[src/rtl/rs_issue_arbiter.sv]
// -----------------------------------------------------------------------------
// rs_issue_arbiter
//
// Purpose: picks one ready reservation station per cycle to issue into a shared
// execution unit (EU), tracks how long the EU stays occupied by multi-cycle ops,
// and produces the writeback/wakeup pulse for the completing op.
//
// Configuration macro:
//   RS_ARB_FIXED_PRIO_EN - when defined, arbitration is fixed priority (lowest
//                          index wins) and the round-robin pointer is removed.
//                          Undefined (default): round-robin arbitration.
//
// Ports:
//   clk          in   clock, all state on rising edge
//   rst_n        in   asynchronous active-low reset
//   req_valid    in   [NUM_REQ]             RS i has a ready entry
//   req_lat      in   [NUM_REQ*LAT_BITS]    slice i: EU occupancy of RS i's op (0 => 1)
//   req_prd      in   [NUM_REQ*PHYS_REG_BITS] slice i: destination tag of RS i's op
//   flush        in   synchronous pipeline flush
//   grant        out  [NUM_REQ]  one-hot or zero, eu_ready per RS
//   grant_valid  out  OR of grant
//   grant_idx    out  index of granted RS, 0 when none
//   eu_busy      out  EU cannot accept a new op this cycle
//   wb_en        out  one-cycle completion/wakeup pulse
//   wb_prd       out  tag of completing op, 0 when wb_en is low
// -----------------------------------------------------------------------------
module rs_issue_arbiter #(
    parameter int NUM_REQ       = 2,
    parameter int LAT_BITS      = 3,
    parameter int PHYS_REG_BITS = 7
) (
    input  logic                              clk,
    input  logic                              rst_n,
    input  logic [NUM_REQ-1:0]                req_valid,
    input  logic [NUM_REQ*LAT_BITS-1:0]       req_lat,
    input  logic [NUM_REQ*PHYS_REG_BITS-1:0]  req_prd,
    input  logic                              flush,
    output logic [NUM_REQ-1:0]                grant,
    output logic                              grant_valid,
    output logic [$clog2(NUM_REQ)-1:0]        grant_idx,
    output logic                              eu_busy,
    output logic                              wb_en,
    output logic [PHYS_REG_BITS-1:0]          wb_prd
);

    localparam int                  IDX_BITS = $clog2(NUM_REQ);
    localparam logic [IDX_BITS:0]   NREQ_W   = (IDX_BITS+1)'(NUM_REQ);
    localparam logic [IDX_BITS-1:0] LAST_IDX = IDX_BITS'(NUM_REQ - 1);

    // cycles until the in-flight op writes back; 0 means nothing in flight
    logic [LAT_BITS-1:0]      r_cnt;
    logic [PHYS_REG_BITS-1:0] r_prd_q;

    logic [LAT_BITS-1:0]      w_lat_arr  [NUM_REQ];
    logic [PHYS_REG_BITS-1:0] w_prd_arr  [NUM_REQ];
    logic [IDX_BITS-1:0]      w_cand_idx [NUM_REQ];
    logic [NUM_REQ-1:0]       w_cand_valid;
    logic [IDX_BITS-1:0]      w_start;
    logic [IDX_BITS-1:0]      w_sel;
    logic [LAT_BITS-1:0]      w_lat_eff;
    logic                     w_eu_free;
    logic                     w_grant_en;

`ifdef RS_ARB_FIXED_PRIO_EN
    assign w_start = '0;
`else
    logic [IDX_BITS-1:0] r_rr_ptr;
    assign w_start = r_rr_ptr;
`endif

    // Candidate k is the request k positions above the search start, wrapped.
    // Building the rotated order here keeps the priority pick below a plain
    // "first set bit" scan.
    generate
        for (genvar gi = 0; gi < NUM_REQ; gi++) begin : g_req
            logic [IDX_BITS:0] w_sum;
            assign w_lat_arr[gi]    = req_lat[gi*LAT_BITS +: LAT_BITS];
            assign w_prd_arr[gi]    = req_prd[gi*PHYS_REG_BITS +: PHYS_REG_BITS];
            assign w_sum            = {1'b0, w_start} + (IDX_BITS+1)'(gi);
            assign w_cand_idx[gi]   = (w_sum >= NREQ_W) ? IDX_BITS'(w_sum - NREQ_W)
                                                        : w_sum[IDX_BITS-1:0];
            assign w_cand_valid[gi] = req_valid[w_cand_idx[gi]];
            assign grant[gi]        = w_grant_en && (w_sel == IDX_BITS'(gi));
        end
    endgenerate

    // Scan from the last candidate down so the earliest valid one wins.
    always_comb begin
        w_sel = '0;
        for (int k = NUM_REQ - 1; k >= 0; k--) begin
            if (w_cand_valid[k]) begin
                w_sel = w_cand_idx[k];
            end
        end
    end

    // The EU is free on the writeback cycle too, giving back-to-back issue.
    assign w_eu_free  = (r_cnt <= LAT_BITS'(1));
    // rst_n gates the grant so nothing issues while reset is held, even though
    // the counter already reads as idle.
    assign w_grant_en = rst_n & w_eu_free & ~flush & (|req_valid);
    assign w_lat_eff  = (w_lat_arr[w_sel] == '0) ? LAT_BITS'(1) : w_lat_arr[w_sel];

    assign grant_valid = w_grant_en;
    assign grant_idx   = w_grant_en ? w_sel : '0;
    assign eu_busy     = (r_cnt > LAT_BITS'(1));
    assign wb_en       = (r_cnt == LAT_BITS'(1)) & ~flush;
    assign wb_prd      = wb_en ? r_prd_q : '0;

    always_ff @(posedge clk or negedge rst_n) begin
        if (!rst_n) begin
            r_cnt   <= '0;
            r_prd_q <= '0;
        end else if (flush) begin
            // dropping the count kills the in-flight op's writeback
            r_cnt <= '0;
        end else if (w_grant_en) begin
            r_cnt   <= w_lat_eff;
            r_prd_q <= w_prd_arr[w_sel];
        end else if (r_cnt != '0) begin
            r_cnt <= r_cnt - LAT_BITS'(1);
        end
    end

`ifndef RS_ARB_FIXED_PRIO_EN
    // pointer moves past the winner; held across flush
    always_ff @(posedge clk or negedge rst_n) begin
        if (!rst_n) begin
            r_rr_ptr <= '0;
        end else if (w_grant_en) begin
            r_rr_ptr <= (w_sel == LAST_IDX) ? '0 : w_sel + IDX_BITS'(1);
        end
    end
`endif

endmodule
[config.mk]
export PLATFORM = sky130hd
export DESIGN_NAME = rs_issue_arbiter
export DESIGN_NICKNAME = d
export VERILOG_FILES = /design/src/rtl/rs_issue_arbiter.sv
export SDC_FILE = /design/constraint.sdc
export NUM_CORES = 1
export LEC_CHECK = 0
export CAP_MARGIN = 20
export CORE_UTILIZATION = 38
export DETAILED_ROUTE_END_ITERATION = 6
export PLACE_DENSITY = 0.73
export SLEW_MARGIN = 10
export SYNTH_ARGS = -nofsm -noshare
export SYNTH_HDL_FRONTEND = slang
export SYNTH_SLANG_ARGS = --single-unit
[constraint.sdc]
create_clock -name clk -period 2.15 [get_ports clk]
set_input_delay 0.5375 -clock clk [delete_from_list [all_inputs] [get_ports clk]]
set_output_delay 0.5375 -clock clk [all_outputs]
set_load 0.02 [all_outputs]
==> summary.txt, run 1 <==
Floorplan
  • Initial core utilization: 0.416
  • Die span in y: 46.0 um
  • Std cell rows: 15
  • Die width: 46.0 um
  • IO Pins: 38
  • Die Footprint: 0.00211 mm2
  • CORE AREA: 0.00176 mm2

GRT
  • Overflow after GRT: 0
  • Initial antenna violation count: 0
  • First-pass GRT wire length: 3.39 mm
  • Vias in the first global route: 801
  • Largest net degree at the start of global routing: 13
  • GRT Overall Usage: 0.225

Worst setup path
  • Cell breakdown of the critical path: or4b_4 > a211oi_4 > buf_6
  • Arrival time at the worst endpoint: 1600 ps
  • CP endpoint kind: primary output
  • Crit path kind: reg2out
  • Critical path's slowest cell: or4b_4
  • Crit path largest cell delay: 600 ps
  • Critical path's top delay family: simple AND/OR/NAND/NOR gates
  • Critical path fanouts, max: 3
  • Critical Path RT: 1610 ps
  • Buf/Inv on CP: 1
  • Startpoint types: flop

Timing
  • Worst Tran Pin Value: 353 ps
  • WHS: 298 ps
  • Hold Vio Cnt, Final: 0
  • Final setup fails: 0
  • RSZ-0062 raised after global routing: true
  • Clock Skew: 2.52 ps
  • Time the worst path needs with I/O delays and setup: 2140 ps
  • Final worst-path cycle share: 0.996
  • Slew headroom: 0.761
  • Final Max Tran Viols: 0
  • Achievable Freq: 0.467 GHz

Placed design
  • Detail Placement HPWL: 1.62 mm
  • Routability Congestion: 0.817
  • # placed instances: 147
  • IO Port Bufs: 37

Yosys
  • Avg Cell Area, Syn: 10.3 um2
  • Synth Area in Simple Gates: 0.175
  • Synth Cell Area: 734 um2
  • Yosys reg bits: 11
  • Compound-cell area share of the yosys netlist: 0.334
  • Top cells by area, synth: dfrtp_1 (37%), a221o_2 (9.2%), a21boi_0 (7.2%)
  • Top_reg_cell synth: dfrtp_1
  • Syn. warnings: 0
  • Mapped Nets: 99
  • Yosys top cell area share: 0.375
  • Synth Area in Adders: 0.0511
  • Post-Synthesis Cells: 71
  • Post-synth top area cell: dfrtp_1
  • Synth async-reset ratio: 1.00
  • Largest family of logic cells by synthesized area: compound AO/OA/AOI/OAI gates
  • Post-synth cell types: 29
  • Multiplexer area fraction after synthesis: 0
  • Number of synthesized flops with an enable pin: 0
  • Xor and xnor area share after synthesis: 0.0119
  • Sequential area share after synthesis: 0.375

Route
  • WL final: 2.07 mm
  • Remaining DRCs: 0
  • Initial DRC count: 11
  • ANT nets after route: 0
  • Vias: 811
  • Per-cell routed wire length: 13.6 um
  • Detailed Routing Iterations Pass 1: 5
  • Vias per inst: 5.34

Cells and area
  • Post-route insts no fill: 152
  • Commonest cells after routing, fill and taps aside: clkdlybuf4s50_1 (22), buf_4 (21), dfrtp_1 (11), buf_6 (8), a21boi_0 (7)
  • Antenna Cells: 0
  • Commonest non-fill, non-tap cell in the layout: clkdlybuf4s50_1
  • Layout cells sized above 1: 0.425
  • FILL cells: 152
  • Final nets: 156
  • Layout area overhead: 77.0%

CTS
  • CTS tree: done
  • # hold bufs at CTS: 0
  • Sink Count: 11
  • Total CTS buffers: 3
  • Worst-Skew Late Latency: 260 ps
  • Clock slew at reported path FFs: 70 ps
  • CTS root buf: clkbuf_4
  • H-tree depth: 1
  • Clock Tree Buf Depth: 2

Pwr
  • PwrDens: 990 mW/mm2
  • LEAKAGE: 0.594 nW
  • Max rail drop VDD: 596 uV

Outcome
  • Status: completed

Worst hold path
  • Worst min-delay path category: in2async

Run
  • MaxCap Viol Count: 0
==> final timing paths <==
check / start / end / slack (ps) / depth (start not counted)
max: r_cnt[2] / grant[0] / 9 / 3
min: rst_n / r_prd_q[1] / 300 / 2
max reg2reg: r_cnt[2] / r_prd_q[6] / 370 / 6
min reg2reg: r_rr_ptr / r_rr_ptr / 680 / 2
max in group asynchronous: rst_n / r_cnt[0] / 1700 / 2
min in group clk: flush / r_cnt[1] / 590 / 3
==> metrics by stage <==
step           setup TNS [ps]  total power, W  setup slack (ps)  area, um2   util
2_1_floorplan           -94.1        0.000797             -94.1        743      -
3_3_place_gp            -8560         0.00110              -793       1250  0.710
3_5_place_dp            -8700         0.00112              -792       1250  0.710
4_1_cts                 -4.56         0.00124             -4.56       1240  0.704
5_1_grt                 -94.8         0.00139             -34.6       1300  0.737
6_report                    0         0.00129              8.55       1300  0.737
==> area by class of cell <==
class | instances | area, um2 | share of cell area
multi-input combinational | 51 | 444 | 0.342
timing repair buffer | 55 | 500 | 0.385
tap | 25 | 31.3 | 0.0241
sequential | 11 | 275 | 0.212
clock buffer | 4 | 26.3 | 0.0202
inverter | 6 | 22.5 | 0.0173
==> synthesized netlist by cell type, drive strengths merged (2+ instances only) <==
cell type and count:
ha 3, a221o 7, buf 2, inv 6, a221oi 2, a21oi 2
and2 7, a311oi 2, o21ai 2, o211ai 2, a211oi 2, dfrtp 11
a21boi 7, nor2 4
==> logic make-up (layout without fill, tap and decap cells) <==
kind of cell	after synthesis	after routing
AND/OR/NAND/NOR	19	19
XOR/XNOR	1	1
adder cells (fa/ha/maj)	3	3
flip-flops	11	11
buffers and inverters	9	65
AO/OA/AOI/OAI	28	28
==> layer usage <==
metal  up-vias  GRT usage  wire length [um]
li1        386          -                 -
met1       388      0.280               934
met2        33      0.392              1010
met3         4     0.0437               105
met4         0     0.0588                19
met5         -          0                 0
==> power breakdown <==
group / switching (W) / internal (W)
Clock: 0.0000686 / 0.0000716
Sequential: 0.0000724 / 0.000308
Combinational: 0.000339 / 0.000427
==> what timing repair did <==
item,in CTS,in global routing
cloned,0,0
resized for setup,59,22
setup buffers,0,1
pin swaps,3,0
setup endpoints to repair,12,13
==> state kept, by name, indices dropped and copies added, names as in the netlist <==
register  count
r_cnt         3
r_prd_q       7
r_rr_ptr      1
(Power assumes the default switching activity.)
==> run 2: changes to the inputs <==
CORE_MARGIN = 4   (was not set)
==> run 2 against run 1 <==
Worst hold slack better by 5.1 ps. Combinational power down 3.3%. Sequential power down 4%. Critical endpoint unchanged. Clock power about the same. The run now ends with negative setup slack left.
==> summary.txt, run 2 (synthesis results as in run 1) <==
Cells and area
  • Max reg flops: 7 (unchanged)
  • Antenna Cells: 0 (unchanged)
  • Regs by FF count: r_prd_q (7), r_cnt (3), r_rr_ptr (1)
  • Final nets: 153 (-1.9%)
  • Final instance area: 0.00127 mm2 (-2.2%)
  • Reg with most FFs: r_prd_q
  • Commonest cells after routing, fill and taps aside: clkdlybuf4s50_1 (23), buf_4 (17), dfrtp_1 (11), buf_6 (9), a21boi_0 (7)
  • Layout area overhead: 73.1%
  • Layout cells sized above 1: 0.387 (-0.0381)
  • FILL cells: 137 (-9.9%)
  • Commonest non-fill, non-tap cell in the layout: clkdlybuf4s50_1

GRT
  • Vias in the first global route: 786 (-1.9%)
  • Largest net degree at the start of global routing: 13 (unchanged)
  • GRT Overall Usage: 0.173 (-0.0517)
  • First-pass GRT wire length: 3.47 mm (+2.2%)
  • Initial antenna violation count: 0 (unchanged)
  • Overflow after GRT: 0 (unchanged)

CTS
  • Clock Tree Buf Depth: 2 (unchanged)
  • CTS tree: done
  • CTS root buf: clkbuf_4
  • Total CTS buffers: 3 (unchanged)
  • Worst-Skew Late Latency: 260 ps (about the same)
  • # hold bufs at CTS: 0 (unchanged)
  • Clock slew at reported path FFs: 70 ps (about the same)
  • Sink Count: 11 (unchanged)
  • H-tree depth: 1 (unchanged)

Pwr
  • PwrDens: 981 mW/mm2 (-0.96%)
  • Net Sw Frac: 0.367 (-0.00558)
  • NetSw: 0.000458 W (-4.6%)
  • LEAKAGE: 0.564 nW (-5.0%)
  • Max rail drop VDD: 588 uV (-1.3%)
  • Total power draw: 0.00125 W (-3.2%)
  • Reg power frac: 0.295 (about the same)
  • Internal: 0.000789 W (-2.3%)
  • Clock network power share: 0.111 (+0.002)
  • Comb power frac: 0.595 (about the same)

Timing
  • Time the worst path needs with I/O delays and setup: 2160 ps (+15.1 ps)
  • RSZ-0062 raised after global routing: true
  • Final setup fails: 1 (+1)
  • Clock Skew: 0.917 ps (-1.60 ps)
  • Final Max Tran Viols: 0 (unchanged)
  • Final worst-path cycle share: 1.00 (+0.00700)
  • Worst Tran Pin Value: 268 ps (-85.3 ps)
  • Slew headroom: 0.819 (+0.0577)
  • Achievable Freq: 0.464 GHz (-0.70%)
  • Final worst slack: -6.51 ps (-15.1 ps)
  • Hold Vio Cnt, Final: 0 (unchanged)

Placed design
  • Post-placement cell area: 0.00124 mm2 (-1.2%)
  • Routability Congestion: 0.759 (-7.0%)
  • Detail Placement HPWL: 1.74 mm (+7.4%)
  • Pre-CTS setup slack: -828 ps (-35.9 ps)
  • IO Port Bufs: 37 (unchanged)

Worst setup path
  • Startpoint types: input pin
  • Critical Path RT: 1610 ps (about the same)
  • R2R cell count: 8 (+2)
  • Critical path's slowest cell: or4b_4
  • Setup slack, reg-to-reg: 540 ps (+170 ps)
  • Arrival time at the worst endpoint: 1620 ps (+20 ps)
  • CP endpoint kind: primary output
  • Cell breakdown of the critical path: clkdlybuf4s15_1 > or4b_4 > a211oi_4 > buf_6
  • Setup crit start: rst_n
  • Critical path fanouts, max: 3 (unchanged)
  • Crit path largest cell delay: 520 ps (-80 ps)
  • Crit path kind: in2out
  • R2r startpoint: r_cnt[1]
  • Reg-to-Reg End: r_cnt[0]

Floorplan
  • Die width: 52.0 um (+13%)
  • Die span in y: 52.0 um (+13%)
  • CORE AREA: 0.00178 mm2 (+1.1%)
  • IO Pins: 38 (unchanged)
  • Std cell rows: 15 (unchanged)
  • Die Footprint: 0.00270 mm2 (+28%)
  • Initial core utilization: 0.412 (-0.00438)

Outcome
  • Status: finished, violations left
  • Failing checks: negative setup slack

Route
  • Vias: 762 (-6.0%)
  • ANT nets after route: 0 (unchanged)
  • Remaining DRCs: 0 (unchanged)
  • Detailed Routing Iterations Pass 1: 3 (-2)
  • Vias per inst: 5.11 (-4.2%)
  • WL final: 2.09 mm (+1.0%)
  • Initial DRC count: 7 (-4)
  • Per-cell routed wire length: 14.0 um (+3.1%)

Worst hold path
  • Worst min-delay path category: in2async

Run
  • MaxCap Viol Count: 0 (unchanged)
-- run 2: changes by cell type in the layout (fill, tap and decap cells not counted), sizes merged --
cell,delta
dlymetal6s2s,-1
buf,-3
clkdlybuf4s50,+1
-- run 2: critical path: cells and delay by family --
kind / cells / cell delay, ps
compound gates: 1 / 220
buf+inv: 2 / 330
simple gates: 1 / 520
-- run 2: how the worst max path moves through the flow --
stage	to	depth (start not counted)
after global placement	grant[0]	4
after global routing	grant[0]	4
after floorplan	grant[1]	3
after CTS	grant_idx	3
final	grant[0]	4
after detailed placement	grant[0]	4
-- run 2: repair_timing --
| action | CTS | global route |
|---|---|---|
| setup buffers | 0 | 0 |
| pin swaps | 3 | 2 |
| endpoints found under the setup margin | 12 | 12 |
| endpoints found under the hold margin | 0 | 0 |
| resized for setup | 60 | 18 |
-- run 2: metrics by stage --
stage	hold slack, ps	util	TNS, ps	std cells
floorplan	242	-	-94.1	71
global placement	617	0.694	-8150	145
detailed placement	635	0.694	-8120	145
CTS	302	0.689	-83.0	149
global route	311	0.713	-120	149
finish	303	0.713	-6.51	149
-- run 2: power by group through the flow --
stage / Sequential, W / Clock [W] / Combinational, W
floorplan: 0.000366 / 0 / 0.000432
finish: 0.000367 / 0.000138 / 0.000741
detailed placement: 0.000370 / 0 / 0.000739
global route: 0.000384 / 0.000156 / 0.000817
global placement: 0.000364 / 0 / 0.000726
CTS: 0.000365 / 0.000142 / 0.000723
-- run 2: per-layer routing --
metal | vias to the layer above | routed length (um) | track usage
met5 | - | 0 | 0
met4 | 0 | 9 | 0.0262
met1 | 369 | 811 | 0.188
met3 | 2 | 79 | 0.0544
met2 | 12 | 1190 | 0.328
li1 | 379 | - | -
-- run 2: layout make-up --
class | instances | area, um2 | share of cell area
Inverter | 6 | 22.5 | 0.0177
Timing Repair Buffer | 52 | 479 | 0.377
Multi-Input combinational cell | 51 | 437 | 0.344
Tap cell | 25 | 31.3 | 0.0246
Clock buffer | 4 | 26.3 | 0.0207
Sequential cell | 11 | 275 | 0.217
==> run 3: changes to the inputs <==
CELL_PAD_IN_SITES_DETAIL_PLACEMENT = 1   (was not set)
CELL_PAD_IN_SITES_GLOBAL_PLACEMENT = 1   (was not set)
CORE_UTILIZATION = 28   (was 38)
PLACE_DENSITY = 0.74   (was 0.73)
==> run 3 against run 2 <==
The flow still finishes with violations (negative setup slack). Worst setup slack got worse by 73 ps. Global-route usage is 1.2 points lower. Maximum frequency shrank 3.3%. Combinational power rose by 11%. Via count grew 4.6%. Clock power about the same. Sequential share of layout area fell by 1.2 points. Worst hold slack got worse by 17 ps. Total power up 8.4%. Sequential power grew 6.3%. Non-clock buffer count rose by 5.
==> summary.txt, run 3 (synthesis results as in run 1) <==
Outcome
  • Status: finished, violations left
  • Failing checks: negative setup slack

Cells and area
  • Commonest non-fill, non-tap cell in the layout: clkdlybuf4s50_1
  • Antenna Cells: 0 (unchanged)
  • Reg with most FFs: r_prd_q
  • FILL cells: 282 (+110%)
  • Final nets: 158 (+3.3%)
  • Commonest cells after routing, fill and taps aside: clkdlybuf4s50_1 (22), buf_4 (20), buf_6 (11), dfrtp_1 (11)
  • Layout cells sized above 1: 0.442 (+0.0548)
  • Regs by FF count: r_prd_q (7), r_cnt (3), r_rr_ptr (1)
  • Final instance area: 0.00135 mm2 (+5.9%)
  • Layout area overhead: 83.3%
  • Register Area: 275 um2 (unchanged)
  • Multi-input gate area: 455 um2 (+4.3%)
  • Max reg flops: 7 (unchanged)

Run
  • MaxCap Viol Count: 0 (unchanged)

Route
  • Remaining DRCs: 0 (unchanged)
  • Initial DRC count: 8 (+1)
  • Vias per inst: 5.01 (-2.0%)
  • Vias: 797 (+4.6%)
  • ANT nets after route: 0 (unchanged)
  • WL final: 2.54 mm (+21%)
  • Detailed Routing Iterations Pass 1: 3 (unchanged)
  • Per-cell routed wire length: 15.9 um (+14%)

Pwr
  • LEAKAGE: 0.612 nW (+8.5%)
  • PwrDens: 1000 mW/mm2 (+2.3%)
  • Max rail drop VDD: 610 uV (+3.7%)
  • Net Sw Frac: 0.385 (+0.0172)
  • Internal: 0.000831 W (+5.4%)
  • Clock network power share: 0.105 (-0.006)
  • NetSw: 0.000519 W (+13%)
  • Reg power frac: 0.289 (-0.006)
  • Comb power frac: 0.607 (+0.012)
  • Total power draw: 0.00135 W (+8.4%)

GRT
  • Largest net degree at the start of global routing: 13 (unchanged)
  • Overflow after GRT: 0 (unchanged)
  • Vias in the first global route: 861 (+9.5%)
  • Initial antenna violation count: 0 (unchanged)
  • First-pass GRT wire length: 4.16 mm (+20%)
  • GRT Overall Usage: 0.161 (-0.0121)

Timing
  • WHS: 286 ps (-17.0 ps)
  • Slew headroom: 0.722 (-0.0971)
  • TNS Setup: -174 ps (-168 ps)
  • RSZ-0062 raised after global routing: true
  • Worst Tran Pin Value: 411 ps (+144 ps)
  • Final worst slack: -79.5 ps (-73.0 ps)
  • Time the worst path needs with I/O delays and setup: 2230 ps (+73.0 ps)
  • Final worst-path cycle share: 1.04 (+0.0340)
  • Hold Vio Cnt, Final: 0 (unchanged)
  • Final Max Tran Viols: 0 (unchanged)
  • Achievable Freq: 0.449 GHz (-3.3%)
  • Final setup fails: 3 (+2)
  • Clock Skew: 2.19 ps (+1.28 ps)

Floorplan
  • Initial core utilization: 0.294 (-0.118)
  • Std cell rows: 18 (+3)
  • IO Pins: 38 (unchanged)
  • Die span in y: 59.2 um (+14%)
  • Die Footprint: 0.00351 mm2 (+30%)
  • CORE AREA: 0.00250 mm2 (+40%)
  • Die width: 59.2 um (+14%)

CTS
  • H-tree depth: 1 (unchanged)
  • Sink Count: 11 (unchanged)
  • Clock Tree Buf Depth: 2 (unchanged)
  • CTS tree: done
  • CTS root buf: clkbuf_4
  • Worst-Skew Late Latency: 270 ps (about the same)
  • Clock slew at reported path FFs: 70 ps (about the same)
  • # hold bufs at CTS: 0 (unchanged)
  • Total CTS buffers: 3 (unchanged)

Placed design
  • Post-placement cell area: 0.00126 mm2 (+1.7%)
  • Pre-CTS setup slack: -845 ps (-16.5 ps)
  • IO Port Bufs: 37 (unchanged)
  • Routability Congestion: 0.703 (-7.5%)
  • Detail Placement HPWL: 2.06 mm (+18%)

Worst setup path
  • Critical Path RT: 1610 ps (about the same)
  • Crit path kind: reg2out
  • Setup slack, reg-to-reg: 290 ps (-250 ps)
  • Arrival time at the worst endpoint: 1690 ps (+70 ps)
  • Startpoint types: flop
  • Critical path fanouts, max: 3 (unchanged)
  • CP endpoint kind: primary output

Worst hold path
  • Worst min-delay path category: in2async
run 3: path summary, 6_finish.rpt:
kind	startpoint	to	cells after the start
max reg2reg	r_cnt[2]	r_prd_q[0]	6
min in group clk	flush	r_cnt[1]	3
min reg2reg	r_rr_ptr	r_rr_ptr	2
max	r_cnt[2]	grant[1]	3
min	rst_n	r_prd_q[0]	2
max in group asynchronous	rst_n	r_cnt[0]	2
run 3: layout make-up:
class | instances | share of cell area
Timing Repair Buffer | 57 | 0.391
Multi-Input combinational cell | 51 | 0.338
Sequential cell | 11 | 0.204
Tap cell | 30 | 0.0279
Clock buffer | 4 | 0.0195
Inverter | 6 | 0.0186
run 3: worst max-delay path, stage by stage, from the launching register on:
cell and delay [ps]:
dfrtp_1 400, or4b_4 570, nor3_4 290, buf_6 160
run 3: layer usage:
metal,vias to the layer above,routed length (um),global-route usage
li1,388,-,-
met1,379,1100,0.209
met2,27,1220,0.253
met3,3,197,0.0588
met4,0,19,0.0388
met5,-,0,0
run 3: power by group through the flow:
| stage | logic, W | clock network (W) | registers [W] |
|---|---|---|---|
| 2_1_floorplan | 0.000432 | 0 | 0.000366 |
| 3_3_place_gp | 0.000738 | 0 | 0.000372 |
| 3_5_place_dp | 0.000773 | 0 | 0.000381 |
| 4_1_cts | 0.000783 | 0.000146 | 0.000379 |
| 5_1_grt | 0.000913 | 0.000156 | 0.000407 |
| 6_report | 0.000820 | 0.000141 | 0.000390 |
run 3: what timing repair did:
action                     4_1_cts  5_1_grt
buffers inserted                 1        2
gates resized for setup         74       14
pin swaps                        3        8
setup endpoints to repair       12       12
run 3: per-stage QoR:
stage | std cells | utilization
6_report | 159 | 0.539
5_1_grt | 159 | 0.539
4_1_cts | 157 | 0.516
3_5_place_dp | 152 | 0.504
3_3_place_gp | 152 | 0.504
2_1_floorplan | 71 | -
